## config.mk

```make
export PLATFORM = sky130hd
export DESIGN_NAME = mc_control_fsm_flat
export DESIGN_NICKNAME = d
export VERILOG_FILES = /design/src/rtl/mc_control_fsm_if.sv /design/src/rtl/mc_control_fsm.sv /design/src/flat_wrapper.sv
export SDC_FILE = /design/constraint.sdc
export NUM_CORES = 1
export LEC_CHECK = 0
export ABC_CLOCK_PERIOD_IN_PS = 2200
export CAP_MARGIN = 15
export CORE_MARGIN = 1
export CORE_UTILIZATION = 36
export CTS_CLUSTER_DIAMETER = 120
export DETAILED_ROUTE_END_ITERATION = 10
export SLEW_MARGIN = 20
export SYNTH_ARGS = -nofsm -noshare
export SYNTH_HDL_FRONTEND = slang
export SYNTH_SLANG_ARGS = --single-unit
```

## constraint.sdc

```tcl
create_clock -name clock -period 2.2 [get_ports clock]
set_input_delay 0.55 -clock clock [delete_from_list [all_inputs] [get_ports clock]]
set_output_delay 0.55 -clock clock [all_outputs]
set_load 0.1 [all_outputs]
```

## src/rtl/mc_control_fsm_if.sv

```systemverilog
// Handshake and datapath-control bundle between mc_control_fsm (master) and the
// memories / register file / ALU / PC datapath (slave).
interface mc_control_fsm_if;
    logic [31:0] instr;
    logic        imem_ack;
    logic        dmem_ack;
    logic        zero;
    logic        imem_req;
    logic        dmem_req;
    logic        dmem_we;
    logic        ir_write;
    logic [4:0]  opcode_ULA;
    logic        alu_src_imm;
    logic        reg_write;
    logic        reg_dst_rd;
    logic        mem_to_reg;
    logic        pc_write;
    logic [1:0]  pc_src;
    logic        halted;
    logic        illegal;
    logic        bus_error;

    modport master (
        input  instr, imem_ack, dmem_ack, zero,
        output imem_req, dmem_req, dmem_we, ir_write, opcode_ULA, alu_src_imm,
               reg_write, reg_dst_rd, mem_to_reg, pc_write, pc_src,
               halted, illegal, bus_error
    );

    modport slave (
        output instr, imem_ack, dmem_ack, zero,
        input  imem_req, dmem_req, dmem_we, ir_write, opcode_ULA, alu_src_imm,
               reg_write, reg_dst_rd, mem_to_reg, pc_write, pc_src,
               halted, illegal, bus_error
    );
endinterface

```

## src/rtl/mc_control_fsm.sv

```systemverilog
// Multicycle MIPS-variant control unit: FETCH/DECODE/EXEC/MEM/WB/HALT sequencer.
// Define MC_CTRL_ILLEGAL_TRAP_EN to halt on an undefined opcode instead of skipping it.
module mc_control_fsm #(
    parameter int unsigned ACK_TIMEOUT = 255
) (
    input logic              clock,
    input logic              reset,
    mc_control_fsm_if.master bus
);
    typedef enum logic [2:0] {FETCH, DECODE, EXEC, MEM, WB, HALT} state_t;
    typedef enum logic [2:0] {
        CLS_ALU, CLS_LOAD, CLS_STORE, CLS_BRANCH, CLS_JUMP, CLS_HALT, CLS_ILLEGAL
    } cls_t;

    state_t      state;
    cls_t        cls;
    cls_t        dec_cls;
    logic [31:0] ir;
    logic [31:0] wait_cnt;
    logic [4:0]  dec_alu_op;
    logic        dec_imm;
    logic        dec_rd;
    logic        dec_m2r;
    logic        timeout_hit;
    logic        branch_taken;
    logic        unused_fields;

    logic        imem_req_r;
    logic        dmem_req_r;
    logic        dmem_we_r;
    logic        ir_write_r;
    logic [4:0]  opcode_r;
    logic        alu_src_imm_r;
    logic        reg_write_r;
    logic        reg_dst_rd_r;
    logic        mem_to_reg_r;
    logic        pc_write_r;
    logic [1:0]  pc_src_r;
    logic        halted_r;
    logic        illegal_r;
    logic        bus_error_r;

    // Register numbers are routed by the datapath; control only needs op and funct.
    assign unused_fields = ^ir[25:5];

    always_comb begin
        dec_cls    = CLS_ILLEGAL;
        dec_alu_op = 5'd0;
        dec_imm    = 1'b0;
        dec_rd     = 1'b0;
        dec_m2r    = 1'b0;
        if (ir[31:26] == 6'h00) begin
            dec_cls    = CLS_ALU;
            dec_alu_op = ir[4:0];
            dec_rd     = 1'b1;
        end else if (ir[31]) begin
            dec_cls    = CLS_ALU;
            dec_alu_op = ir[30:26];
            dec_imm    = 1'b1;
        end else begin
            case (ir[31:26])
                6'h02: begin
                    dec_cls    = CLS_LOAD;
                    dec_alu_op = 5'b00100;
                    dec_imm    = 1'b1;
                    dec_m2r    = 1'b1;
                end
                6'h03: begin
                    dec_cls    = CLS_STORE;
                    dec_alu_op = 5'b00100;
                    dec_imm    = 1'b1;
                end
                6'h04: begin
                    dec_cls    = CLS_BRANCH;
                    dec_alu_op = 5'b10000;
                end
                6'h05: begin
                    dec_cls    = CLS_BRANCH;
                    dec_alu_op = 5'b10001;
                end
                6'h06:   dec_cls = CLS_JUMP;
                6'h07:   dec_cls = CLS_HALT;
                default: dec_cls = CLS_ILLEGAL;
            endcase
        end
    end

    // An ack seen in the expiry cycle takes priority over the timeout.
    assign timeout_hit  = (ACK_TIMEOUT != 0) && (wait_cnt == ACK_TIMEOUT - 32'd1);
    assign branch_taken = (state == EXEC) && (cls == CLS_BRANCH) && bus.zero;

    always_ff @(posedge clock or posedge reset) begin
        if (reset) begin
            state         <= FETCH;
            cls           <= CLS_ALU;
            ir            <= '0;
            wait_cnt      <= '0;
            imem_req_r    <= 1'b0;
            dmem_req_r    <= 1'b0;
            dmem_we_r     <= 1'b0;
            ir_write_r    <= 1'b0;
            opcode_r      <= '0;
            alu_src_imm_r <= 1'b0;
            reg_write_r   <= 1'b0;
            reg_dst_rd_r  <= 1'b0;
            mem_to_reg_r  <= 1'b0;
            pc_write_r    <= 1'b0;
            pc_src_r      <= 2'b00;
            halted_r      <= 1'b0;
            illegal_r     <= 1'b0;
            bus_error_r   <= 1'b0;
        end else begin
            ir_write_r  <= 1'b0;
            pc_write_r  <= 1'b0;
            reg_write_r <= 1'b0;
            case (state)
                FETCH: begin
                    if (!imem_req_r) begin
                        // First cycle out of reset: raise the request.
                        imem_req_r <= 1'b1;
                        wait_cnt   <= '0;
                    end else if (bus.imem_ack) begin
                        imem_req_r <= 1'b0;
                        ir         <= bus.instr;
                        ir_write_r <= 1'b1;
                        pc_write_r <= 1'b1;
                        pc_src_r   <= 2'b00;
                        state      <= DECODE;
                    end else if (timeout_hit) begin
                        imem_req_r  <= 1'b0;
                        bus_error_r <= 1'b1;
                        halted_r    <= 1'b1;
                        state       <= HALT;
                    end else begin
                        wait_cnt <= wait_cnt + 32'd1;
                    end
                end
                DECODE: begin
                    cls           <= dec_cls;
                    opcode_r      <= dec_alu_op;
                    alu_src_imm_r <= dec_imm;
                    reg_dst_rd_r  <= dec_rd;
                    mem_to_reg_r  <= dec_m2r;
                    case (dec_cls)
                        CLS_JUMP: begin
                            pc_write_r <= 1'b1;
                            pc_src_r   <= 2'b10;
                            imem_req_r <= 1'b1;
                            wait_cnt   <= '0;
                            state      <= FETCH;
                        end
                        CLS_HALT: begin
                            halted_r <= 1'b1;
                            state    <= HALT;
                        end
                        CLS_ILLEGAL: begin
                            illegal_r <= 1'b1;
`ifdef MC_CTRL_ILLEGAL_TRAP_EN
                            halted_r  <= 1'b1;
                            state     <= HALT;
`else
                            imem_req_r <= 1'b1;
                            wait_cnt   <= '0;
                            state      <= FETCH;
`endif
                        end
                        default: state <= EXEC;
                    endcase
                end
                EXEC: begin
                    case (cls)
                        CLS_BRANCH: begin
                            imem_req_r <= 1'b1;
                            wait_cnt   <= '0;
                            state      <= FETCH;
                        end
                        CLS_LOAD, CLS_STORE: begin
                            dmem_req_r <= 1'b1;
                            dmem_we_r  <= (cls == CLS_STORE);
                            wait_cnt   <= '0;
                            state      <= MEM;
                        end
                        default: begin
                            reg_write_r <= 1'b1;
                            state       <= WB;
                        end
                    endcase
                end
                MEM: begin
                    if (bus.dmem_ack) begin
                        dmem_req_r <= 1'b0;
                        dmem_we_r  <= 1'b0;
                        if (cls == CLS_LOAD) begin
                            reg_write_r <= 1'b1;
                            state       <= WB;
                        end else begin
                            imem_req_r <= 1'b1;
                            wait_cnt   <= '0;
                            state      <= FETCH;
                        end
                    end else if (timeout_hit) begin
                        dmem_req_r  <= 1'b0;
                        dmem_we_r   <= 1'b0;
                        bus_error_r <= 1'b1;
                        halted_r    <= 1'b1;
                        state       <= HALT;
                    end else begin
                        wait_cnt <= wait_cnt + 32'd1;
                    end
                end
                WB: begin
                    imem_req_r <= 1'b1;
                    wait_cnt   <= '0;
                    state      <= FETCH;
                end
                HALT:    state <= HALT;
                default: state <= FETCH;
            endcase
        end
    end

    assign bus.imem_req    = imem_req_r;
    assign bus.dmem_req    = dmem_req_r;
    assign bus.dmem_we     = dmem_we_r;
    assign bus.ir_write    = ir_write_r;
    assign bus.opcode_ULA  = opcode_r;
    assign bus.alu_src_imm = alu_src_imm_r;
    assign bus.reg_write   = reg_write_r;
    assign bus.reg_dst_rd  = reg_dst_rd_r;
    assign bus.mem_to_reg  = mem_to_reg_r;
    // A taken branch updates the PC in the EXEC cycle that sees zero.
    assign bus.pc_write    = pc_write_r | branch_taken;
    assign bus.pc_src      = branch_taken ? 2'b01 : pc_src_r;
    assign bus.halted      = halted_r;
    assign bus.illegal     = illegal_r;
    assign bus.bus_error   = bus_error_r;
endmodule

```

## src/flat_wrapper.sv

```systemverilog
// flat-port wrapper written by rule: the top's interface ports become plain ports
module mc_control_fsm_flat 
#(
    parameter int unsigned ACK_TIMEOUT = 255
)
  (clock, reset, bus_instr, bus_imem_ack, bus_dmem_ack, bus_zero, bus_imem_req, bus_dmem_req, bus_dmem_we, bus_ir_write, bus_opcode_ULA, bus_alu_src_imm, bus_reg_write, bus_reg_dst_rd, bus_mem_to_reg, bus_pc_write, bus_pc_src, bus_halted, bus_illegal, bus_bus_error);
  mc_control_fsm_if bus_i ();
  input logic clock;
  input logic reset;
  input wire logic [$bits(bus_i.instr)-1:0] bus_instr;
  input wire logic [$bits(bus_i.imem_ack)-1:0] bus_imem_ack;
  input wire logic [$bits(bus_i.dmem_ack)-1:0] bus_dmem_ack;
  input wire logic [$bits(bus_i.zero)-1:0] bus_zero;
  output wire logic [$bits(bus_i.imem_req)-1:0] bus_imem_req;
  output wire logic [$bits(bus_i.dmem_req)-1:0] bus_dmem_req;
  output wire logic [$bits(bus_i.dmem_we)-1:0] bus_dmem_we;
  output wire logic [$bits(bus_i.ir_write)-1:0] bus_ir_write;
  output wire logic [$bits(bus_i.opcode_ULA)-1:0] bus_opcode_ULA;
  output wire logic [$bits(bus_i.alu_src_imm)-1:0] bus_alu_src_imm;
  output wire logic [$bits(bus_i.reg_write)-1:0] bus_reg_write;
  output wire logic [$bits(bus_i.reg_dst_rd)-1:0] bus_reg_dst_rd;
  output wire logic [$bits(bus_i.mem_to_reg)-1:0] bus_mem_to_reg;
  output wire logic [$bits(bus_i.pc_write)-1:0] bus_pc_write;
  output wire logic [$bits(bus_i.pc_src)-1:0] bus_pc_src;
  output wire logic [$bits(bus_i.halted)-1:0] bus_halted;
  output wire logic [$bits(bus_i.illegal)-1:0] bus_illegal;
  output wire logic [$bits(bus_i.bus_error)-1:0] bus_bus_error;
  assign bus_i.instr = bus_instr;
  assign bus_i.imem_ack = bus_imem_ack;
  assign bus_i.dmem_ack = bus_dmem_ack;
  assign bus_i.zero = bus_zero;
  assign bus_imem_req = bus_i.imem_req;
  assign bus_dmem_req = bus_i.dmem_req;
  assign bus_dmem_we = bus_i.dmem_we;
  assign bus_ir_write = bus_i.ir_write;
  assign bus_opcode_ULA = bus_i.opcode_ULA;
  assign bus_alu_src_imm = bus_i.alu_src_imm;
  assign bus_reg_write = bus_i.reg_write;
  assign bus_reg_dst_rd = bus_i.reg_dst_rd;
  assign bus_mem_to_reg = bus_i.mem_to_reg;
  assign bus_pc_write = bus_i.pc_write;
  assign bus_pc_src = bus_i.pc_src;
  assign bus_halted = bus_i.halted;
  assign bus_illegal = bus_i.illegal;
  assign bus_bus_error = bus_i.bus_error;
  mc_control_fsm #(.ACK_TIMEOUT(ACK_TIMEOUT)) u_core (.clock(clock), .reset(reset), .bus(bus_i));
endmodule
```

# After elaboration in Yosys (flattened, before gate mapping)
# Index checks and enable logic that the tools add are counted.
dict set report totals {
  reg_bits 89
  latchBits 0
  mem_bits_ro 0
  output_inout_bits 19
  ram_bits 0
  n_memories 0
}
dict set report classes {
  bitwise 1
  mul 0
  div 0
  eq_ne 33
  order_cmp 0
  add_sub_neg 1
  shift 0
  reduce_logical 22
  muxes 68
}
# op n
set op_table {}
lappend op_table {{$mux W32} 7}
lappend op_table {{$pmux W32 S5} 1}
lappend op_table {{$mux W1} 34}
lappend op_table {{$add A32 B1 Y32 const B} 1}
lappend op_table {{$eq A32 B8 Y1 const B} 1}
lappend op_table {{$pmux W3 S5} 2}
lappend op_table {{$eq A6 B3 Y1 const B} 4}
lappend op_table {{$mux W3} 7}
lappend op_table {{$ne A2 B2 Y1 const B} 9}
lappend op_table {{$eq A3 B3 Y1 const B} 5}
lappend op_table {{$pmux W5 S3} 1}
lappend op_table {{$reduce_and A5 Y1} 3}
lappend op_table {{$eq A3 B2 Y1 const B} 4}
lappend op_table {{$eq A6 B2 Y1 const B} 2}
lappend op_table {{$pmux W3 S2} 2}
lappend op_table {{$mux W5} 2}
lappend op_table {{$pmux W1 S2} 5}
lappend op_table {{$mux W2} 4}
lappend op_table {{$reduce_and A4 Y1} 2}
lappend op_table {{$reduce_or A2 Y1} 4}
lappend op_table {{$eq A3 B1 Y1 const B} 2}
lappend op_table {{$logic_not A6 Y1} 1}
lappend op_table {{$ne A2 B1 Y1 const B} 3}
lappend op_table {{$ne A3 B3 Y1 const B} 2}
lappend op_table {{13 further kinds} 17}

# Longest topological paths before layout
dict set report logic_depth {
  word_depth 9
  mapped_depth 9
}

# Worst setup path before layout
# OpenSTA, ideal clock, no wires.
dict set report synth_path {
  path_kind {register -> output}
  from {register u_core.state[1]}
  to {output port bus_pc_src[1]}
  path_slack_ns -0.844
  t_required_ns 1.650
  path_stages_with_launch 6
  arrival_time_ns 2.494
  cell_sequence {dfrtp_1 clkbuf_1 nor2b_1 and3_1 and4_1 nor2b_1}
}
dict set report synth_via {
  elab_chain_cells 4
}
# item line_no
set synth_rtl {}
lappend synth_rtl {{start, declared} mc_control_fsm.sv:15} ;# state_t state;
lappend synth_rtl {{start signal, assigned} mc_control_fsm.sv:94} ;# state <= FETCH;
lappend synth_rtl {{start signal, assigned} mc_control_fsm.sv:128} ;# state <= DECODE;
lappend synth_rtl {{start signal, assigned} mc_control_fsm.sv:133} ;# state <= HALT;
lappend synth_rtl {{$eq A3 B2 Y1} mc_control_fsm.sv:90} ;# assign branch_taken = (state == EXEC) && (cls == CLS_BRANCH) && bus.zero;
lappend synth_rtl {{$logic_and A1 B1 Y1 (2 in a row)} mc_control_fsm.sv:90}
lappend synth_rtl {{named net u_core.branch_taken} mc_control_fsm.sv:25} ;# logic branch_taken;
lappend synth_rtl {{$mux W2} mc_control_fsm.sv:233} ;# assign bus.pc_src = branch_taken ? 2'b01 : pc_src_r;
lappend synth_rtl {{end, declared} flat_wrapper.sv:24} ;# output wire logic [$bits(bus_i.pc_src)-1:0] bus_pc_src;
# The timed path passes the listed nets, and every way through them passes these cells.

# Worst setup path in the final report
dict set report layout_path {
  from {register u_core.state[1]}
  to {output port bus_pc_write}
}
dict set report layout_via {
  elab_chain_cells 4
}
# item line_no
set layout_rtl {}
lappend layout_rtl {{$eq A3 B2 Y1} mc_control_fsm.sv:90}
lappend layout_rtl {{$logic_and A1 B1 Y1 (2 in a row)} mc_control_fsm.sv:90}
lappend layout_rtl {{$or A1 B1 Y1} mc_control_fsm.sv:232} ;# assign bus.pc_write = pc_write_r | branch_taken;
lappend layout_rtl {{end, declared} flat_wrapper.sv:23} ;# output wire logic [$bits(bus_i.pc_write)-1:0] bus_pc_write;
# Every way passes these cells.

==> qor.csv <==
stage;metric;value;unit
status;status;finished with violations;
status;violated checks;setup timing;
finish;fin nets;579;
logic_synthesis;post-synthesis net count;461;
worst_setup_path;Top Family by Delay on Critical Path;simple AND/OR/NAND/NOR gates;
worst_setup_path;Worst Path Buf+Inv;2;
place;Detail Placement HPWL;7130;µm
logic_synthesis;Mapped Area;0.00374;mm²
clocking;Num Clock Sinks;67;
logic_synthesis;Post-synth ARST share;100;%
timing;Layout Skew;0.00942;ns
routing;via/cell ratio;5.66;
power_and_ir_drop;Leak Pwr;2.28;nW
floorplanning;die area;0.0108;mm²
worst_setup_path;Data required, critical path;1.65;ns
logic_synthesis;register bit total from synthesis;67;
grt;antenna violations before repair;0;
routing;Wirelength per Cell;16.0;µm
timing;Hold Worst Slack;0.478;ns
clocking;CTS tree;built;
clocking;CTS Root Cell;clkbuf_8;
floorplanning;starting density of the core;37.8;%
logic_synthesis;yosys warns;0;
worst_setup_path;Slowest cell on crit path;dfrtp_1;
routing;1st-iter DRT viols;279;
grt;GRT overflow;0;
grt;met1 global-route usage;28.0;%
timing;Period minus WS final;2.26;ns
place;Port Buffers;34;
worst_setup_path;Critical Path AT;1.71;ns
power_and_ir_drop;power density over the cells;1390;mW/mm²
grt;global-route wire length before repair;17800;µm
grt;largest net degree at the start of global routing;26;
hold_path;Hold Path End;u_core.bus.bus_error;
grt;GR peak layer;met2;
clocking;Reg clk slew, reported paths;0.08;ns
hold_path;worst hold path cell count;1;
logic_synthesis;mean cell area of the mapped netlist;8.87;µm²
routing;1st-pass router iterations;5;
grt;met3 GRT Util;3.63;%
routing;DR vias;3838;
finish;share of cells above drive strength 1;34.3;%
grt;met2 global-route usage;32.2;%
floorplanning;row count;36;
logic_synthesis;synthesized instance count;422;
logic_synthesis;post-synthesis cell type count;56;
worst_setup_path;Max FO, Critical Path;3;
floorplanning;DIE HEIGHT;104;µm
floorplanning;Ports;56;
timing;final number of hold-violating endpoints;0;
finish;max reg flops;32;
worst_setup_path;CP Launch Type;flop;
timing;RSZ-0062 raised after global routing;yes;
job;Max Cap Viol;0;
place;GP Congestion;0.845;
routing;Post-Route WL;10800;µm
floorplanning;Core Region;0.00991;mm²
worst_setup_path;Worst R2R Setup Slack;0.01;ns
clocking;clk_lat worst skew;0.35;ns
timing;final worst slack;-0.0648;ns
hold_path;min-delay src;u_core.bus.bus_error;
logic_synthesis;post-synthesis sequential area ratio;44.8;%
worst_setup_path;crit path cell chain;buf_6 > nor2b_4 > and3_4 > and4_4 > or2_4 > buf_12;
floorplanning;Die Width;104;µm
worst_setup_path;WS Path Type;flop to output port;
worst_setup_path;slowest stage delay, CP;0.41;ns
timing;# setup viols final;2;
routing;DRT antenna net count;0;
hold_path;hold crit path type;flop to flop;
clocking;Clock Path Buffers;2;
finish;final core occ;54.3;%
power_and_ir_drop;Power, Total;0.00747;W
finish;most flop-heavy register;u_core.wait_cnt;
logic_synthesis;EDFF count, synth;0;
clocking;hold_buf cts;0;
worst_setup_path;reg2reg start;u_core.wait_cnt[20];
place;Placed Cells;641;
timing;slew margin rel.;64.6;%
grt;Global Route Usage Sum;20.4;%
power_and_ir_drop;worst vdd ir;0.710;mV
worst_setup_path;cells on worst reg2reg path;7;
timing;fmax;442;MHz
routing;residual DRC count;0;
clocking;cts bufs inserted;9;
clocking;H-tree depth;3;
finish;synth-to-layout area growth;43.9;%
finish;fillers;925;
timing;Period Utilization, post-route;103;%
timing;Max Slew Vio Count;0;
finish;fin cells;678;
logic_synthesis;main flop type after synthesis;dfrtp_1;
timing;post-route setup TNS;-0.126;ns
grt;vias in the first global route;3638;
worst_setup_path;Worst setup EP type;output port;
timing;Slew @ Worst Pin;0.530;ns
finish;Antenna diodes;0;
worst_setup_path;R2R Path End;u_core.bus.dmem_we;
where the power goes:
group / internal [W] / total [W] / leakage (nW) / switching [W]
Combinational: 0.00175 / 0.00464 / 1.30 / 0.00289
Sequential: 0.00152 / 0.00173 / 0.879 / 0.000211
Clock: 0.000541 / 0.00109 / 0.101 / 0.000550
Total: 0.00381 / 0.00747 / 2.28 / 0.00366
cell usage in the layout (no fill, tap or decap), types with 8 or more instances in the layout:
cell             instances
buf_4                  100
dfrtp_1                 65
nand2_1                 57
a21oi_1                 28
o21ai_0                 22
nor2_1                  19
nand3_1                 15
clkdlybuf4s50_1         15
nand4_1                 13
o31ai_1                 13
inv_1                   10
or4_1                   10
nor3_1                   9
clkbuf_8                 9
buf_6                    9
or4_4                    8
cell families after synthesis:
family / Yosys count / synth area share [%]
and+or+nand+nor: 181 / 26.3
AOI/OAI and AO/OA: 131 / 22.9
DFF: 67 / 44.8
buffers and inverters: 40 / 5.12
adders and majority gates: 2 / 0.669
xor gates and xnor gates: 1 / 0.234
routing by layer:
layer,share of wire (%),vias to the layer above
li1,-,1831
met1,47,1856
met2,47,134
met3,5.1,17
met4,1.3,0
met5,0,-
worst reg2reg max path: cells and delay by family (launching register included):
kind	cells	cell delay [ns]
buffers and inverters	2	0.29
AO/OA/AOI/OAI	2	0.36
flip-flops	1	0.39
AND/OR/NAND/NOR	3	1.04
timing repair:
action	in CTS	in global routing
setup endpoints to repair	35	29
gates cloned	1	2
resized for setup	14	44
buffers inserted	12	6
pin swaps	6	7
through the flow:
step | setup WS [ns] | area (µm²)
6_report | -0.0648 | 5390
5_1_grt | -0.118 | 5390
4_1_cts | -0.0851 | 5130
3_5_place_dp | -0.859 | 4760
3_3_place_gp | -0.816 | 4760
2_1_floorplan | -0.0279 | 3760
cell usage after synthesis (3+ instances only):
cell type / n / share of area [%]
a211oi_1: 5 / 1.0
a21o_1: 3 / 0.60
a21oi_1: 35 / 4.7
a22oi_1: 7 / 1.4
a31oi_1: 6 / 1.0
and2_1: 5 / 0.84
and3_1: 4 / 0.67
and4_1: 6 / 1.4
buf_2: 3 / 0.40
buf_6: 4 / 1.2
clkbuf_1: 16 / 1.6
dfrtp_1: 67 / 45
inv_1: 13 / 1.3
nand2_1: 58 / 5.8
nand2b_1: 5 / 0.84
nand3_1: 15 / 2.0
nand4_1: 13 / 2.2
nand4b_1: 4 / 0.94
nor2_1: 20 / 2.0
nor3_1: 9 / 1.2
nor4_1: 4 / 0.67
o21ai_0: 23 / 3.1
o22ai_1: 4 / 0.67
o31ai_1: 22 / 4.4
o41ai_1: 3 / 0.70
or2_2: 3 / 0.50
or3_1: 6 / 1.0
or4_1: 18 / 3.6
layout make-up:
cell class / count / area (µm²) / share of cell area, %
Clock buffer: 9 / 124 / 2.30
Clock inverter: 7 / 81.3 / 1.51
Tap cell: 133 / 166 / 3.09
Inverter: 13 / 52.6 / 0.976
Timing Repair Buffer: 132 / 1150 / 21.3
Multi-Input combinational cell: 317 / 2130 / 39.6
Sequential cell: 67 / 1680 / 31.2
worst max path at each step:
| stage | from | slack [ns] | to | depth (start not counted) |
|---|---|---|---|---|
| floorplan | u_core.state[1] | -0.03 | bus_pc_src[1] | 5 |
| global placement | bus_dmem_ack | -0.82 | u_core.wait_cnt[3] | 7 |
| detailed placement | bus_dmem_ack | -0.86 | u_core.wait_cnt[3] | 7 |
| CTS | u_core.state[1] | -0.09 | bus_pc_write | 6 |
| global route | u_core.state[2] | -0.12 | bus_pc_write | 6 |
| finish | u_core.state[1] | -0.06 | bus_pc_write | 6 |
No activity file was read; power rests on OpenSTA's default activity.
